==> src/rtl/ps2_scan_decoder_if.sv <==
`default_nettype none
// ============================================================================
//  Module      : ps2_scan_decoder_if
//  Description : Byte/character streams of the PS/2 scan-code decoder.
//                code_*  : scan-code bytes from the PS/2 receiver
//                          (one-cycle code_valid pulse).
//                char_*  : decoded ASCII towards the LCD writer
//                          (valid/ready handshake).
//                master  : the environment side (receiver + LCD writer).
//                slave   : the decoder side.
//  Revision    : 1.0 - initial release
// ============================================================================
interface ps2_scan_decoder_if;
  logic       code_valid;
  logic [7:0] code_data;
  logic       code_err;
  logic       char_valid;
  logic [7:0] char_data;
  logic       char_ready;

  modport master (
    output code_valid, code_data, code_err, char_ready,
    input  char_valid, char_data
  );

  modport slave (
    input  code_valid, code_data, code_err, char_ready,
    output char_valid, char_data
  );
endinterface
`default_nettype wire

==> src/rtl/ps2_scan_decoder.sv <==
`default_nettype none
// ============================================================================
//  Module      : ps2_scan_decoder
//  Description : Translates PS/2 set-2 scan codes into ASCII. It tracks the
//                E0/F0 prefixes and the shift keys, and queues characters in
//                a small FIFO so that a slow LCD writer never stalls the
//                keyboard path.
//  Ports       : clk, rst    - system clock, synchronous active-high reset
//                bus (slave) - code_* byte input, char_* handshake output
//                shift_led   - high while either shift key is held
//                overflow    - sticky, a character was dropped (FIFO full)
//  Revision    : 1.0 - initial release
// ============================================================================
module ps2_scan_decoder #(
  parameter int FIFO_DEPTH = 4
) (
  input  wire logic            clk,
  input  wire logic            rst,
  ps2_scan_decoder_if.slave    bus,
  output logic                 shift_led,
  output logic                 overflow
);

  localparam int c_ptr_w = (FIFO_DEPTH > 1) ? $clog2(FIFO_DEPTH) : 1;
  localparam int c_cnt_w = c_ptr_w + 1;
  localparam logic [c_cnt_w-1:0] c_depth   = c_cnt_w'(FIFO_DEPTH);
  localparam logic [c_cnt_w-1:0] c_cnt_one = c_cnt_w'(1);
  localparam logic [c_ptr_w-1:0] c_ptr_one = c_ptr_w'(1);

  localparam logic [7:0] c_code_ext    = 8'hE0;
  localparam logic [7:0] c_code_brk    = 8'hF0;
  localparam logic [7:0] c_code_lshift = 8'h12;
  localparam logic [7:0] c_code_rshift = 8'h59;
  localparam logic [7:0] c_code_enter  = 8'h5A;

  // Prefix state machine
  localparam logic [1:0] c_st_idle    = 2'd0;
  localparam logic [1:0] c_st_ext     = 2'd1;
  localparam logic [1:0] c_st_brk     = 2'd2;
  localparam logic [1:0] c_st_ext_brk = 2'd3;

  logic [1:0]         r_state;
  logic [1:0]         w_state_next;

  logic               r_lshift;
  logic               r_rshift;

  logic               w_push;
  logic [7:0]         w_push_char;
  logic               w_lshift_set;
  logic               w_lshift_clr;
  logic               w_rshift_set;
  logic               w_rshift_clr;
  logic [8:0]         w_xlat;
  logic               w_byte_ok;

  logic [7:0]         r_mem [FIFO_DEPTH];
  logic [c_ptr_w-1:0] r_wr_ptr;
  logic [c_ptr_w-1:0] r_rd_ptr;
  logic [c_cnt_w-1:0] r_count;
  logic               r_overflow;
  logic               w_empty;
  logic               w_pop;
  logic               w_accept;

  // Make-code translation. Bit 8 flags a mapped code; bits 7:0 hold ASCII.
  // Letters are stored lowercase and shifted down by 0x20 for uppercase.
  function automatic logic [8:0] f_translate(input logic [7:0] code,
                                             input logic       upper);
    logic [7:0] letter;
    logic [8:0] result;
    letter = 8'h00;
    result = 9'h000;
    case (code)
      8'h1C: letter = 8'h61;  8'h32: letter = 8'h62;  8'h21: letter = 8'h63;
      8'h23: letter = 8'h64;  8'h24: letter = 8'h65;  8'h2B: letter = 8'h66;
      8'h34: letter = 8'h67;  8'h33: letter = 8'h68;  8'h43: letter = 8'h69;
      8'h3B: letter = 8'h6A;  8'h42: letter = 8'h6B;  8'h4B: letter = 8'h6C;
      8'h3A: letter = 8'h6D;  8'h31: letter = 8'h6E;  8'h44: letter = 8'h6F;
      8'h4D: letter = 8'h70;  8'h15: letter = 8'h71;  8'h2D: letter = 8'h72;
      8'h1B: letter = 8'h73;  8'h2C: letter = 8'h74;  8'h3C: letter = 8'h75;
      8'h2A: letter = 8'h76;  8'h1D: letter = 8'h77;  8'h22: letter = 8'h78;
      8'h35: letter = 8'h79;  8'h1A: letter = 8'h7A;
      default: letter = 8'h00;
    endcase
    if (letter != 8'h00) begin
      result = {1'b1, (upper ? (letter - 8'h20) : letter)};
    end else begin
      case (code)
        8'h45: result = 9'h130;  8'h16: result = 9'h131;
        8'h1E: result = 9'h132;  8'h26: result = 9'h133;
        8'h25: result = 9'h134;  8'h2E: result = 9'h135;
        8'h36: result = 9'h136;  8'h3D: result = 9'h137;
        8'h3E: result = 9'h138;  8'h46: result = 9'h139;
        8'h29: result = 9'h120;
        8'h5A: result = 9'h10D;
        8'h66: result = 9'h108;
        default: result = 9'h000;
      endcase
    end
    return result;
  endfunction

  // --------------------------------------------------------------------------
  // FSM: state register
  // --------------------------------------------------------------------------
  always_ff @(posedge clk) begin
    if (rst) begin
      r_state <= c_st_idle;
    end else begin
      r_state <= w_state_next;
    end
  end

  // --------------------------------------------------------------------------
  // FSM: next state. A byte with a receive error cancels any prefix.
  // --------------------------------------------------------------------------
  always_comb begin
    w_state_next = r_state;
    if (bus.code_valid) begin
      if (bus.code_err) begin
        w_state_next = c_st_idle;
      end else begin
        case (r_state)
          c_st_idle: begin
            if (bus.code_data == c_code_ext) begin
              w_state_next = c_st_ext;
            end else if (bus.code_data == c_code_brk) begin
              w_state_next = c_st_brk;
            end else begin
              w_state_next = c_st_idle;
            end
          end
          c_st_ext: begin
            w_state_next = (bus.code_data == c_code_brk) ? c_st_ext_brk : c_st_idle;
          end
          default: w_state_next = c_st_idle;
        endcase
      end
    end
  end

  // --------------------------------------------------------------------------
  // FSM: outputs (push request and shift-key updates)
  // --------------------------------------------------------------------------
  assign w_byte_ok = bus.code_valid && !bus.code_err;

  always_comb begin
    w_push       = 1'b0;
    w_push_char  = 8'h00;
    w_lshift_set = 1'b0;
    w_lshift_clr = 1'b0;
    w_rshift_set = 1'b0;
    w_rshift_clr = 1'b0;
    // Translation sees the registered shift state, so a shift change only
    // affects bytes arriving on later edges.
    w_xlat       = f_translate(bus.code_data, r_lshift | r_rshift);
    if (w_byte_ok) begin
      case (r_state)
        c_st_idle: begin
          if (bus.code_data != c_code_ext && bus.code_data != c_code_brk) begin
            w_lshift_set = (bus.code_data == c_code_lshift);
            w_rshift_set = (bus.code_data == c_code_rshift);
            w_push       = w_xlat[8];
            w_push_char  = w_xlat[7:0];
          end
        end
        c_st_ext: begin
          if (bus.code_data == c_code_enter) begin
            w_push      = 1'b1;
            w_push_char = 8'h0D;
          end
        end
        c_st_brk: begin
          w_lshift_clr = (bus.code_data == c_code_lshift);
          w_rshift_clr = (bus.code_data == c_code_rshift);
        end
        default: begin
        end
      endcase
    end
  end

  always_ff @(posedge clk) begin
    if (rst) begin
      r_lshift <= 1'b0;
      r_rshift <= 1'b0;
    end else begin
      if (w_lshift_set) begin
        r_lshift <= 1'b1;
      end else if (w_lshift_clr) begin
        r_lshift <= 1'b0;
      end
      if (w_rshift_set) begin
        r_rshift <= 1'b1;
      end else if (w_rshift_clr) begin
        r_rshift <= 1'b0;
      end
    end
  end

  assign shift_led = r_lshift | r_rshift;

  // --------------------------------------------------------------------------
  // Character FIFO. A push into a full FIFO is still accepted when the head
  // is popped in the same cycle: the write lands in the slot being freed.
  // --------------------------------------------------------------------------
  assign w_empty  = (r_count == '0);
  assign w_pop    = !w_empty && bus.char_ready;
  assign w_accept = w_push && ((r_count < c_depth) || w_pop);

  always_ff @(posedge clk) begin
    if (w_accept) begin
      r_mem[r_wr_ptr] <= w_push_char;
    end
  end

  always_ff @(posedge clk) begin
    if (rst) begin
      r_wr_ptr   <= '0;
      r_rd_ptr   <= '0;
      r_count    <= '0;
      r_overflow <= 1'b0;
    end else begin
      if (w_accept) begin
        r_wr_ptr <= r_wr_ptr + c_ptr_one;
      end
      if (w_pop) begin
        r_rd_ptr <= r_rd_ptr + c_ptr_one;
      end
      if (w_accept && !w_pop) begin
        r_count <= r_count + c_cnt_one;
      end else if (!w_accept && w_pop) begin
        r_count <= r_count - c_cnt_one;
      end
      if (w_push && !w_accept) begin
        r_overflow <= 1'b1;
      end
    end
  end

  assign bus.char_valid = !w_empty;
  assign bus.char_data  = w_empty ? 8'h00 : r_mem[r_rd_ptr];
  assign overflow       = r_overflow;

endmodule
`default_nettype wire

==> src/flat_wrapper.sv <==
// flat-port wrapper written by rule: the top's interface ports become plain ports
module ps2_scan_decoder_flat 
#(
  parameter int FIFO_DEPTH = 4
)
  (clk, rst, shift_led, overflow, bus_code_valid, bus_code_data, bus_code_err, bus_char_ready, bus_char_valid, bus_char_data);
  ps2_scan_decoder_if bus_i ();
  input  wire logic clk;
  input  wire logic rst;
  output logic shift_led;
  output logic overflow;
  input wire logic [$bits(bus_i.code_valid)-1:0] bus_code_valid;
  input wire logic [$bits(bus_i.code_data)-1:0] bus_code_data;
  input wire logic [$bits(bus_i.code_err)-1:0] bus_code_err;
  input wire logic [$bits(bus_i.char_ready)-1:0] bus_char_ready;
  output wire logic [$bits(bus_i.char_valid)-1:0] bus_char_valid;
  output wire logic [$bits(bus_i.char_data)-1:0] bus_char_data;
  assign bus_i.code_valid = bus_code_valid;
  assign bus_i.code_data = bus_code_data;
  assign bus_i.code_err = bus_code_err;
  assign bus_i.char_ready = bus_char_ready;
  assign bus_char_valid = bus_i.char_valid;
  assign bus_char_data = bus_i.char_data;
  ps2_scan_decoder #(.FIFO_DEPTH(FIFO_DEPTH)) u_core (.clk(clk), .rst(rst), .bus(bus_i), .shift_led(shift_led), .overflow(overflow));
endmodule
==> config.mk <==
export PLATFORM = sky130hd
export DESIGN_NAME = ps2_scan_decoder_flat
export DESIGN_NICKNAME = d
export VERILOG_FILES = /design/src/rtl/ps2_scan_decoder_if.sv /design/src/rtl/ps2_scan_decoder.sv /design/src/flat_wrapper.sv
export SDC_FILE = /design/constraint.sdc
export NUM_CORES = 1
export LEC_CHECK = 0
export ABC_CLOCK_PERIOD_IN_PS = 4400
export BUFFER_PORTS_ARGS = -buffer_cell sky130_fd_sc_hd__buf_2
export CORE_AREA = 5 5 78 80
export DETAILED_ROUTE_END_ITERATION = 6
export DIE_AREA = 0 0 83 85
export GPL_TIMING_DRIVEN = 0
export MAX_ROUTING_LAYER = met4
export PLACE_DENSITY = 0.88
export SYNTH_ARGS = -nofsm -noshare
export SYNTH_HDL_FRONTEND = slang
export SYNTH_SLANG_ARGS = --single-unit
==> constraint.sdc <==
create_clock -name clk -period 4.4 [get_ports clk]
set_input_delay 0.44 -clock clk [delete_from_list [all_inputs] [get_ports clk]]
set_output_delay 0.44 -clock clk [all_outputs]
set_load 0.01 [all_outputs]
; Word-level counts from Yosys, hierarchy flattened
; Memories as Yosys holds them, arrays and structs flattened. A register that Yosys moved wholly into a read port is not among the register bits.
; Cells that the tools add are included.
[op_classes]
mux = 38
n_addsub = 5
magnitude_cmp = 1
n_reduce_logical = 18
n_bitwise = 1
eq_ne = 21
[op_table]
columns = op, count
row1 = case mux 9 bit (13 select lines), 1
row2 = equality test 8 x 6 -> 1 bit (second input constant), 7
row3 = equality test 8 x 7 -> 1 bit (second input constant), 5
row4 = 2-to-1 mux 8 bit, 5
row5 = equality test 8 x 5 -> 1 bit (second input constant), 3
row6 = 2-to-1 mux 1 bit, 19
row7 = equality test 8 bit (second input constant), 2
row8 = != test 8 bit (second input constant), 2
row9 = case mux 8 bit (2 select lines), 1
row10 = 2-to-1 mux 2 bit, 6
row11 = 2-to-1 mux 9 bit, 1
row12 = nonzero test 8 bit, 1
row13 = subtractor 8 x 6 -> 8 bit (second input constant), 1
row14 = logical AND 1 bit, 7
row15 = 2-to-1 mux 3 bit, 2
row16 = nonzero test 2 bit, 3
row17 = adder 2 x 1 -> 2 bit (second input constant), 2
row18 = zero test 1 bit, 4
row19 = 2-to-1 mux 4 bit, 1
row20 = case mux 2 bit (2 select lines), 1
row21 = adder 3 x 1 -> 3 bit (second input constant), 1
row22 = zero test 3 bit, 1
row23 = < comparator 3 bit (second input constant), 1
row24 = subtractor 3 x 1 -> 3 bit (second input constant), 1
row25 = other kinds (6), 6
[word_totals]
out_inout_bits = 11
memories = 2
mem_bits_rw = 32
rom_bits = 896
ff_bits = 12
[mem_list]
columns = memory, words, word_bits, rd, rd_clocked_by_memory_dff, wr, line
row1 = (no name shown), 128, 7, 1, 0, 0, ps2_scan_decoder.sv:74  ; case (code)
row2 = u_core.r_mem, 4, 8, 1, 1, 1, ps2_scan_decoder.sv:57  ; logic [7:0] r_mem [FIFO_DEPTH];

; Depth between registers and ports, before layout
; Gate-level depths: netlist of the first run.
; An unclocked memory read counts as a cell.
[logic_depth]
ltp_word = 13
mapped_depth = 15

; Worst setup path before layout of the first run
; OpenSTA, ideal clock, no wires.
[synth_path]
kind = input to register
start = input port bus_code_data[2]
end = register u_core.r_count[2]
t_arrival_ps = 3213
n_path_buf = 3
slack_ps = 1116
t_required_ps = 4329
path_stages = 13
setup_time_ps = 71
cell_sequence = buf_6 -> buf_2 -> buf_6 -> nor4_1 -> and4bb_2 -> o21ai_1 -> a221oi_4 -> ha_1 -> inv_1 -> fa_1 -> xor2_1 -> or3_1 -> a21oi_1
[synth_via]
elab_chain_cells = 11
elab_cells_between_ends = 31
classes_between = eq/ne: 15 / mux: 8 / reduce/logical: 7 / memory: 1
[synth_lines]
columns = item, line
row1 = from (decl), flat_wrapper.sv:13  ; input wire logic [$bits(bus_i.code_data)-1:0] bus_code_data;
row2 = memory (128 x 7 bit), -
row3 = 2-to-1 mux 8 bit, ps2_scan_decoder.sv:74
row4 = nonzero test 8 bit, ps2_scan_decoder.sv:86  ; if (letter != 8'h00) begin
row5 = 2-to-1 mux 9 bit, ps2_scan_decoder.sv:86
row6 = 2-to-1 mux 1 bit, ps2_scan_decoder.sv:161  ; if (bus.code_data != c_code_ext && bus.code_data != c_code_brk) begin
row7 = case mux 1 bit (2 select lines) *, ps2_scan_decoder.sv:159  ; case (r_state)
row8 = 2-to-1 mux 1 bit *, ps2_scan_decoder.sv:158  ; if (w_byte_ok) begin
row9 = logical AND 1 bit *, ps2_scan_decoder.sv:210  ; assign w_accept = w_push && ((r_count < c_depth) || w_pop);
row10 = named net u_core.w_accept, ps2_scan_decoder.sv:64  ; logic w_accept;
row11 = zero test 1 bit, ps2_scan_decoder.sv:233  ; end else if (!w_accept && w_pop) begin
row12 = logical AND 1 bit, ps2_scan_decoder.sv:233
row13 = nonzero test 2 bit (no source line), -
row14 = to (signal assigned), ps2_scan_decoder.sv:232  ; r_count <= r_count + c_cnt_one;
row15 = to (signal assigned), ps2_scan_decoder.sv:234  ; r_count <= r_count - c_cnt_one;
row16 = to (decl), ps2_scan_decoder.sv:60  ; logic [c_cnt_w-1:0] r_count;
; The timed path passes the listed nets; every way through them passes the cells marked *.
; A chain may end at the register's enable or synchronous reset.

; Worst setup path after layout of the first run
; Ends and elaborated chain as after synthesis.

==> metrics.cfg, run 1 <==
[timing]
min_period_over_period=0.831
fin_tns_setup_ps=0
finClkSkew_ps=8.60
fmax_mhz=273
setup_violations=0
drv_slew=0
slew_headroom=0.519
post-route-min-period_ps=3660
max_slew.worst_pin.slew_ps=719
rsz0062_at_grt=no
final_hold_viol_count=0

[die]
die_h_um=85
rows=27
die-area_um2=7060
fp.dieW_um=83
start_util=0.572
core_area_um2=5340
ios=24

[logic_synthesis]
ys_warn_count=0
ys_seq_elements=46
synth_seq_area_share=0.406
netlist_instances=294
synth_edf_count=32
synthSimpleGateAreaFrac=0.203
synthMuxAreaShare=0.105
synth_async_sr_flop_share=0
synth_xor_area_frac=0.0172
synth.distinct_cells=61
synth_compound_area_frac=0.155
netlist_area_um2=3050
synth_fa_ha_area_frac=0.0639
synth_ff_type=edfxtp_1
syn_nets=322
avgSynthCellArea_um2=10.4
synth_top_family_by_area=simple AND/OR/NAND/NOR gates

[clock_tree]
cts_sinks=46
htreeDepth=2
cts-buffers-inserted=5
root_buffer=clkbuf_8
ctsHoldBuffers=0
cts_tree=yes
clk_latency_ps=290
ctsResizeCount=0
cts.clk_slew.worst_paths_ps=80
postCtsSetupBuffers=0
cts_buffer_depth=2

[flow_run]
drv_cap=0

[setup_path]
path_buf_inv=5
critPathMaxStageDelay_ps=590
crit_required_ps=4620
crit_chain=buf_2 > buf_6 > buf_2 > buf_6 > nor4_1 > and4bb_2 > o21ai_1 > a221oi_4 > ha_1 > inv_1 > fa_1 > xor2_1 > or3_1 > a21oi_1
critical-path-top-delay-family=simple AND/OR/NAND/NOR gates
crit_path_max_fanout=10
worstPathArrival_ps=3880
crit_path_top_delay_cell=nor4_1
crit_type=input pin to flip-flop
end_kind=flip-flop
startpoint_type=input pin

[layout]
fillers=440
fin_util=0.625
final_cell_mix=edfxtp_1 (32), buf_2 (31), nand2_1 (20), a21oi_1 (20), nor2_1 (19)
area_growth_pct=9.26
antenna_cells=0
layout_commonest_cell=edfxtp_1
nets=351
drive_above_1_share=0.191

[detailed_routing]
drt-total-wl_mm=6.56
via_per_inst=6.04
vias=2391
drtPass1Iterations=6
first_iter_violations=161
drc=0
avgRoutedWirePerCell_um=16.6
final_antenna_net_count=0

[global_routing]
grt_antenna_before_repair=0
grt_usage=0.197
grt_max_degree=15
grt-ovfl-total=0
grt_pass1_vias=2283
grt_pass1_wl_mm=10.9

[min_path]
hold_path.class=input pin to flip-flop

[placed_design]
routabilityCongestion=0.949
numPortBuffers=22
dp_hpwl_mm=4.95

[pwr]
p_leak_nw=1.24
power_mw=1.19
powerDensity_nw_per_um2=356
irDropWorstVdd_mv=0.188

[outcome]
outcome=finished, final reports clean

## report_power, final
group	switching [mW]	internal, mW	leakage [nW]
Clock	0.126	0.110	0.0450
Sequential	0.0246	0.493	0.415
Combinational	0.234	0.202	0.779
## cells in the mapped netlist, drive strengths merged, types with 5 or more instances
master | count | share of area
nor2b | 7 | 0.014
o21ai | 13 | 0.021
and2 | 15 | 0.031
mux4 | 8 | 0.059
dfxtp | 14 | 0.092
nor2 | 19 | 0.023
clkbuf | 5 | 0.0061
edfxtp | 32 | 0.31
ha | 14 | 0.057
a21oi | 20 | 0.033
a31oi | 5 | 0.010
buf | 13 | 0.028
nand3 | 6 | 0.0098
nand2 | 20 | 0.025
mux2i | 10 | 0.033
nand2b | 15 | 0.031
inv | 12 | 0.015
## through the flow
step	area (µm²)	setup WS, ps	hold WS [ps]	cells
final	3340	743	392	396
after global routing	3340	550	400	396
after CTS	3340	801	394	396
after detailed placement	3250	513	441	388
after global placement	3250	558	433	388
after floorplan	3050	1120	444	294
## cells by family (layout without fill, tap and decap cells)
group                      count (synthesis)  in the layout
buffers and inverters                     30             60
muxes                                     21             21
DFF                                       46             46
adders and majority gates                 15             15
and+or+nand+nor                          108            108
AOI/OAI and AO/OA                         68             68
xor gates and xnor gates                   6              6
## metal layers
layer,GRT usage,vias to the layer above,wire length [µm]
li1,-,1149,-
met1,0.242,1118,2700
met4,0.0669,0,127
met3,0.0291,10,454
met2,0.332,114,3270
met5,-,-,0
## area by class of cell
type | instances | area [µm²] | share of cell area
inverter | 12 | 45.0 | 0.0135
clock inverter | 2 | 10.0 | 0.00300
multi-input combinational | 218 | 1660 | 0.498
sequential | 46 | 1240 | 0.372
timing repair buffer | 22 | 110 | 0.0330
buffer | 18 | 105 | 0.0315
tap | 72 | 90.1 | 0.0270
clock buffer | 6 | 72.6 | 0.0217
## final timing paths
check | endpoint | cells past startpoint | slack [ps] | from
hold / removal | u_core.r_state[0]$_SDFFE_PP0P_ | 2 | 390 | bus_code_valid
setup reg to reg | u_core.r_count[2]$_SDFFE_PP0P_ | 9 | 1780 | u_core.r_state[1]$_SDFFE_PP0P_
setup / recovery | u_core.r_count[2]$_SDFFE_PP0P_ | 14 | 740 | bus_code_data[2]
hold reg to reg | u_core.overflow$_SDFFE_PP0P_ | 2 | 450 | u_core.overflow$_SDFFE_PP0P_
## worst reg2reg max path: cells and delay by family, from the launching register on
family / cells / cell delay [ps]
compound gates: 3 / 660
simple gates: 2 / 660
fa+ha+maj: 2 / 640
flops: 1 / 350
xor+xnor: 1 / 180
buf+inv: 1 / 60
## flip-flops by register name, summed over array words and instances (netlist names), named ones only
name and count:
u_core.r_state 2, u_core.r_count 3, u_core.overflow 1, u_core.r_rshift 1
u_core.r_wr_ptr 2, u_core.r_lshift 1, u_core.r_rd_ptr 2, u_core.r_mem 32
Note: power is estimated with default switching activity, not from simulation.
==> inputs of run 2 (changes only) <==
ABC_AREA = 1   (was unset)
ABC_CLOCK_PERIOD_IN_PS = 3000   (was 4400)
CORE_AREA = 5 5 80 82   (was 5 5 78 80)
DIE_AREA = 0 0 85 87   (was 0 0 83 85)
PLACE_DENSITY = 0.84   (was 0.88)
clock period = 3 ns   (was 4.4 ns; I/O delays follow)
==> run 2 against run 1 <==
Count of clock-buffer cells in the layout did not move. Non-clock buffer count fell by 8. Register-to-register slack got worse by 1500 ps. Clock power rose by 90%. Critical endpoint is now u_core.r_count[1]$_SDFFE_PP0P_.
==> metrics.cfg, run 2 <==
[outcome]
outcome=finished, final reports clean

[setup_path]
startpoint_type=input pin
path_buf_inv=5
crit_path_max_fanout=6
worstPathArrival_ps=2990
cp_common_cell=nand2_1
end_kind=flip-flop
crit_type=input pin to flip-flop
crit_path_top_delay_cell=fa_2
crit_chain=buf_2 > inv_2 > ha_1 > nand2_2 > buf_4 > nand2_1 > nand2_1 > nand2_1 > nand3_1 > nand2_1 > nor2_2 > nand4_1 > nand2_1 > nand2_2 > nand2_4 > inv_1 > ha_1 > inv_1 > fa_2 > o21ai_0 > a21oi_1
r2r_end=u_core.r_count[1]$_SDFFE_PP0P_
critPathMaxStageDelay_ps=440
path_depth=21
r2r_slack_ps=320
critical-path-top-delay-family=simple AND/OR/NAND/NOR gates
crit_required_ps=3190
timing.rr.start=u_core.r_count[0]$_SDFFE_PP0P_
reg2reg_depth=13

[timing]
layout_setup_ws_ps=194
slew_headroom=0.468
finClkSkew_ps=3.34
fmax_mhz=356
fin_tns_setup_ps=0
min_period_over_period=0.935
setup_violations=0
drv_slew=0
final_hold_viol_count=0
post-route-min-period_ps=2810
max_slew.worst_pin.slew_ps=796

[global_routing]
grt_antenna_before_repair=0
grt_max_degree=15
grt-ovfl-total=0
grt_usage=0.185
grt_pass1_vias=2390
grt_pass1_wl_mm=10.7

[detailed_routing]
first_iter_violations=185
avgRoutedWirePerCell_um=13.1
drt-total-wl_mm=6.53
via_per_inst=5.38
drc=0
drtPass1Iterations=5
vias=2672
final_antenna_net_count=0

[clock_tree]
cts-buffers-inserted=5
cts_sinks=46
cts.clk_slew.worst_paths_ps=80
clk_latency_ps=300
cts_buffer_depth=2
cts_tree=yes
htreeDepth=2
root_buffer=clkbuf_8
ctsHoldBuffers=0

[min_path]
min_from=rst
holdPathEnd=u_core.r_rshift$_SDFFE_PP0P_
min_path_cells=2
hold_path.class=input pin to flip-flop

[layout]
multi_input_area_um2=1500
final_cell_mix=nand2_1 (83), nor2_1 (74), inv_1 (34)
antenna_cells=0
drive_above_1_share=0.145
largest_reg_flops=32
nets=449
fillers=514
largest-register=u_core.r_mem
ff_latch_area_um2=1240
area_growth_pct=12.4
layout_commonest_cell=nand2_1
fin_cells=497
top_regs=u_core.r_mem: 32 flops, u_core.r_count: 3 flops

[die]
start_util=0.510
ios=24
die_h_um=87
die-area_um2=7400
rows=28
fp.dieW_um=85
core_area_um2=5680

[placed_design]
dp_hpwl_mm=4.66
dpl.cell_count=487
routabilityCongestion=0.931
numPortBuffers=22
dp_worst_setup_slack_ps=-262

[logic_synthesis]
netlist_instances=390
netlist_area_um2=2900
synthTopCellsByCount=nand2_1 (85), nor2_1 (78), inv_1 (35)
synth_top_area_share=0.332
yosysMostFrequentCell=nand2_1
avgSynthCellArea_um2=7.43
ys_warn_count=0
synth_area_leaders=edfxtp_1 (33%), nand2_1 (11%), nor2_1 (10%)
synth_async_sr_flop_share=0
ys_seq_elements=46
synth_ff_type=edfxtp_1
synth_edf_count=32
synth.distinct_cells=29
synth_seq_area_share=0.429
syn_nets=418
synth_top_area_cell=edfxtp_1

[pwr]
powerDensity_nw_per_um2=568
irDropWorstVdd_mv=0.272
power_mw=1.85
p_leak_nw=1.44

[flow_run]
drv_cap=0

-- run 2: cell types whose count changed after synthesis, sizes merged, moves of 15 or more --
cell | before | now
nand2b | 15 | 0
nand3 | 6 | 33
and2 | 15 | 0
nor2 | 19 | 79
nand2 | 20 | 89
inv | 12 | 41
o21ai | 13 | 30
-- run 2: kinds of logic after synthesis --
group,Yosys count,synth area share
AO/OA/AOI/OAI,61,0.108
adder cells (fa/ha/maj),15,0.0674
buffers and inverters,49,0.0661
flip-flops,46,0.429
AND/OR/NAND/NOR,218,0.327
XOR/XNOR,1,0.00302
-- run 2: how the worst max path moves through the flow --
stage / end / slack [ps] / from
after floorplan: u_core.r_count[1]$_SDFFE_PP0P_ / 380 / bus_code_data[1]
after global placement: u_core.r_count[2]$_SDFFE_PP0P_ / -150 / bus_code_data[1]
after detailed placement: u_core.r_count[2]$_SDFFE_PP0P_ / -260 / bus_code_data[1]
after CTS: u_core.r_count[2]$_SDFFE_PP0P_ / 0.6 / bus_code_data[1]
after global routing: u_core.r_count[2]$_SDFFE_PP0P_ / -7 / bus_code_data[0]
final: u_core.r_count[1]$_SDFFE_PP0P_ / 190 / bus_code_data[1]
-- run 2: stage by stage --
step | cell area (µm²) | hold slack [ps] | util
after floorplan | 2900 | 369 | -
after global placement | 3100 | 451 | 0.546
after detailed placement | 3100 | 456 | 0.546
after CTS | 3210 | 241 | 0.566
after global routing | 3260 | 252 | 0.574
final | 3260 | 247 | 0.574
-- run 2: cell type report --
cell class              instances  area share
plain buffers                   8      0.0115
clock buffers                   6      0.0223
clock inverters                 2      0.0115
inverters                      41      0.0473
multi-input cells             295       0.459
flip-flops and latches         46       0.381
well taps                      75      0.0288
repair buffers                 24      0.0384
-- run 2: report_power, final --
group | switching, mW | internal [mW]
logic | 0.420 | 0.217
clock network | 0.201 | 0.248
registers | 0.0394 | 0.724
-- run 2: metal layers --
layer,global-route usage,vias up,wire length [µm],part of all wire
met3,0.0265,11,394,0.060
met2,0.315,117,3270,0.50
met1,0.228,1193,2790,0.43
met4,0.0547,0,79,0.012
met5,-,-,0,0
li1,-,1351,-,-
-- run 2: what timing repair did --
item	in CTS	in global routing
endpoints found under the setup margin	0	2
buffers inserted	0	2
gates resized for setup	0	14
==> inputs of run 3 (changes only) <==
BUFFER_PORTS_ARGS = unset   (was -buffer_cell sky130_fd_sc_hd__buf_2)
CORE_AREA = 5 5 78 80   (was 5 5 80 82)
DIE_AREA = 0 0 83 85   (was 0 0 85 87)
DONT_BUFFER_PORTS = 1   (was unset)
PLACE_DENSITY = 0.83   (was 0.84)
SLEW_MARGIN = 30   (was unset)
==> run 3 against run 2 <==
Clock power shrank 22%. Largest cell class unchanged. Count of clock-buffer cells in the layout is the same. Design area shrank 4.9%. Critical path depth shrank 2. Via count shrank 4.1%. Hold slack lost 180 ps. First-iteration DRC count shrank 16%. Cell count shrank 5.4%. Non-clock buffer count shrank 24. Sequential power is essentially flat. Fmax grew 3.1%. Highest routed layer unchanged. Sequential share of layout area grew 2.0 points. Largest power group unchanged.
==> metrics.cfg, run 3 (synthesis results as in run 2) <==
[outcome]
outcome=finished, final reports clean

[placed_design]
numPortBuffers=0
routabilityCongestion=0.928
dp_worst_setup_slack_ps=-83.6
dp_hpwl_mm=4.76

[layout]
area_growth_pct=6.91
drive_above_1_share=0.0854
fillers=496
layout_commonest_cell=nand2_1
top_regs=u_core.r_mem: 32 flops, u_core.r_count: 3 flops
largest_reg_flops=32
ff_latch_area_um2=1240
multi_input_area_um2=1490
largest-register=u_core.r_mem
final_cell_mix=nand2_1 (83), nor2_1 (75), inv_1 (34)
nets=425
antenna_cells=0

[setup_path]
cp_common_cell=nand2_1
crit_path_top_delay_cell=fa_1
crit_path_max_fanout=7
crit_type=input pin to flip-flop
end_kind=flip-flop
critical-path-top-delay-family=simple AND/OR/NAND/NOR gates
crit_required_ps=3180
startpoint_type=input pin
crit_chain=clkinvlp_4 > ha_1 > nand2_2 > nand2_1 > o21ai_0 > nand2_1 > nand3_1 > nand2_1 > nor2_1 > nand4_1 > nand2_1 > nand2_2 > nand2_2 > inv_1 > ha_1 > inv_1 > fa_1 > o21ai_0 > a21oi_1
path_buf_inv=3
worstPathArrival_ps=2900
critPathMaxStageDelay_ps=410

[die]
die-area_um2=7060
core_area_um2=5340
fp.dieW_um=83
ios=24
start_util=0.543
rows=27
die_h_um=85

[detailed_routing]
drt-total-wl_mm=6.25
vias=2563
first_iter_violations=155
drtPass1Iterations=4
via_per_inst=5.45
avgRoutedWirePerCell_um=13.3
final_antenna_net_count=0
drc=0

[clock_tree]
cts_buffer_depth=2
cts_sinks=46
cts-buffers-inserted=5
clk_latency_ps=290
cts_tree=yes
postCtsSetupBuffers=0
ctsHoldBuffers=0
htreeDepth=2
root_buffer=clkbuf_8
cts.clk_slew.worst_paths_ps=80

[timing]
final_hold_viol_count=0
rsz0062_at_grt=no
layout_setup_ws_ps=278
drv_slew=0
finClkSkew_ps=4.51
slew_headroom=0.521
setup_violations=0
post-route-min-period_ps=2720
max_slew.worst_pin.slew_ps=716
fmax_mhz=367
min_period_over_period=0.907

[min_path]
hold_path.class=input pin to flip-flop

[flow_run]
drv_cap=0

[global_routing]
grt_antenna_before_repair=0
grt_pass1_vias=2334
grt-ovfl-total=0
grt_max_degree=15
grt_usage=0.182
grt_pass1_wl_mm=10.4

[pwr]
irDropWorstVdd_mv=0.241
power_mw=1.64
powerDensity_nw_per_um2=530
p_leak_nw=1.32

run 3: changes by cell type in the layout (fill, tap and decap cells not counted), moves of 2 or more:
cell / previous run / this run
clkinv_2: 0 / 2
buf_4: 3 / 1
buf_2: 25 / 3
nor2_2: 5 / 3
o21ai_1: 5 / 3
o21ai_0: 25 / 27
run 3: worst paths after layout:
| kind | startpoint | end | slack (ps) | cells after the start |
|---|---|---|---|---|
| hold reg to reg | u_core.r_rd_ptr[1]$_SDFFE_PP0P_ | u_core.r_rd_ptr[1]$_SDFFE_PP0P_ | 470 | 2 |
| hold / removal | rst | u_core.r_lshift$_SDFFE_PP0P_ | 70 | 1 |
| setup / recovery | bus_code_data[1] | u_core.r_count[1]$_SDFFE_PP0P_ | 280 | 19 |
| setup reg to reg | u_core.r_count[0]$_SDFFE_PP0P_ | u_core.r_count[1]$_SDFFE_PP0P_ | 350 | 13 |
run 3: layout make-up:
cell class	instances	area share
multi-input combinational	295	0.480
sequential	46	0.401
inverter	41	0.0509
tap	72	0.0291
clock buffer	6	0.0234
buffer	8	0.0121
clock inverter	2	0.00323
run 3: stage by stage:
step | utilization | cells | cell area, µm² | TNS, ps | hold slack, ps
final | 0.580 | 470 | 3100 | 0 | 68.5
after global routing | 0.580 | 470 | 3100 | 0 | 52.7
after CTS | 0.575 | 470 | 3070 | 0 | 59.5
after detailed placement | 0.560 | 462 | 2990 | -83.6 | 373
after global placement | 0.560 | 462 | 2990 | -11.4 | 371
after floorplan | - | 390 | 2900 | 0 | 369
run 3: where the power goes:
group          switching [mW]  internal, mW
clock network           0.187         0.161
registers              0.0383         0.724
logic                   0.375         0.155
total                   0.600          1.04
run 3: per-layer routing:
metal  part of all wire  GRT usage  up-vias
met5                  0          -        -
met4              0.019     0.0639        0
met3              0.070     0.0398       13
met2               0.48      0.300       96
met1               0.43      0.222     1154
li1                   -          -     1300
run 3: repair_timing:
item,in CTS,in global routing
endpoints found under the setup margin,0,2
gates resized for setup,0,9
hold endpoints to repair,0,0
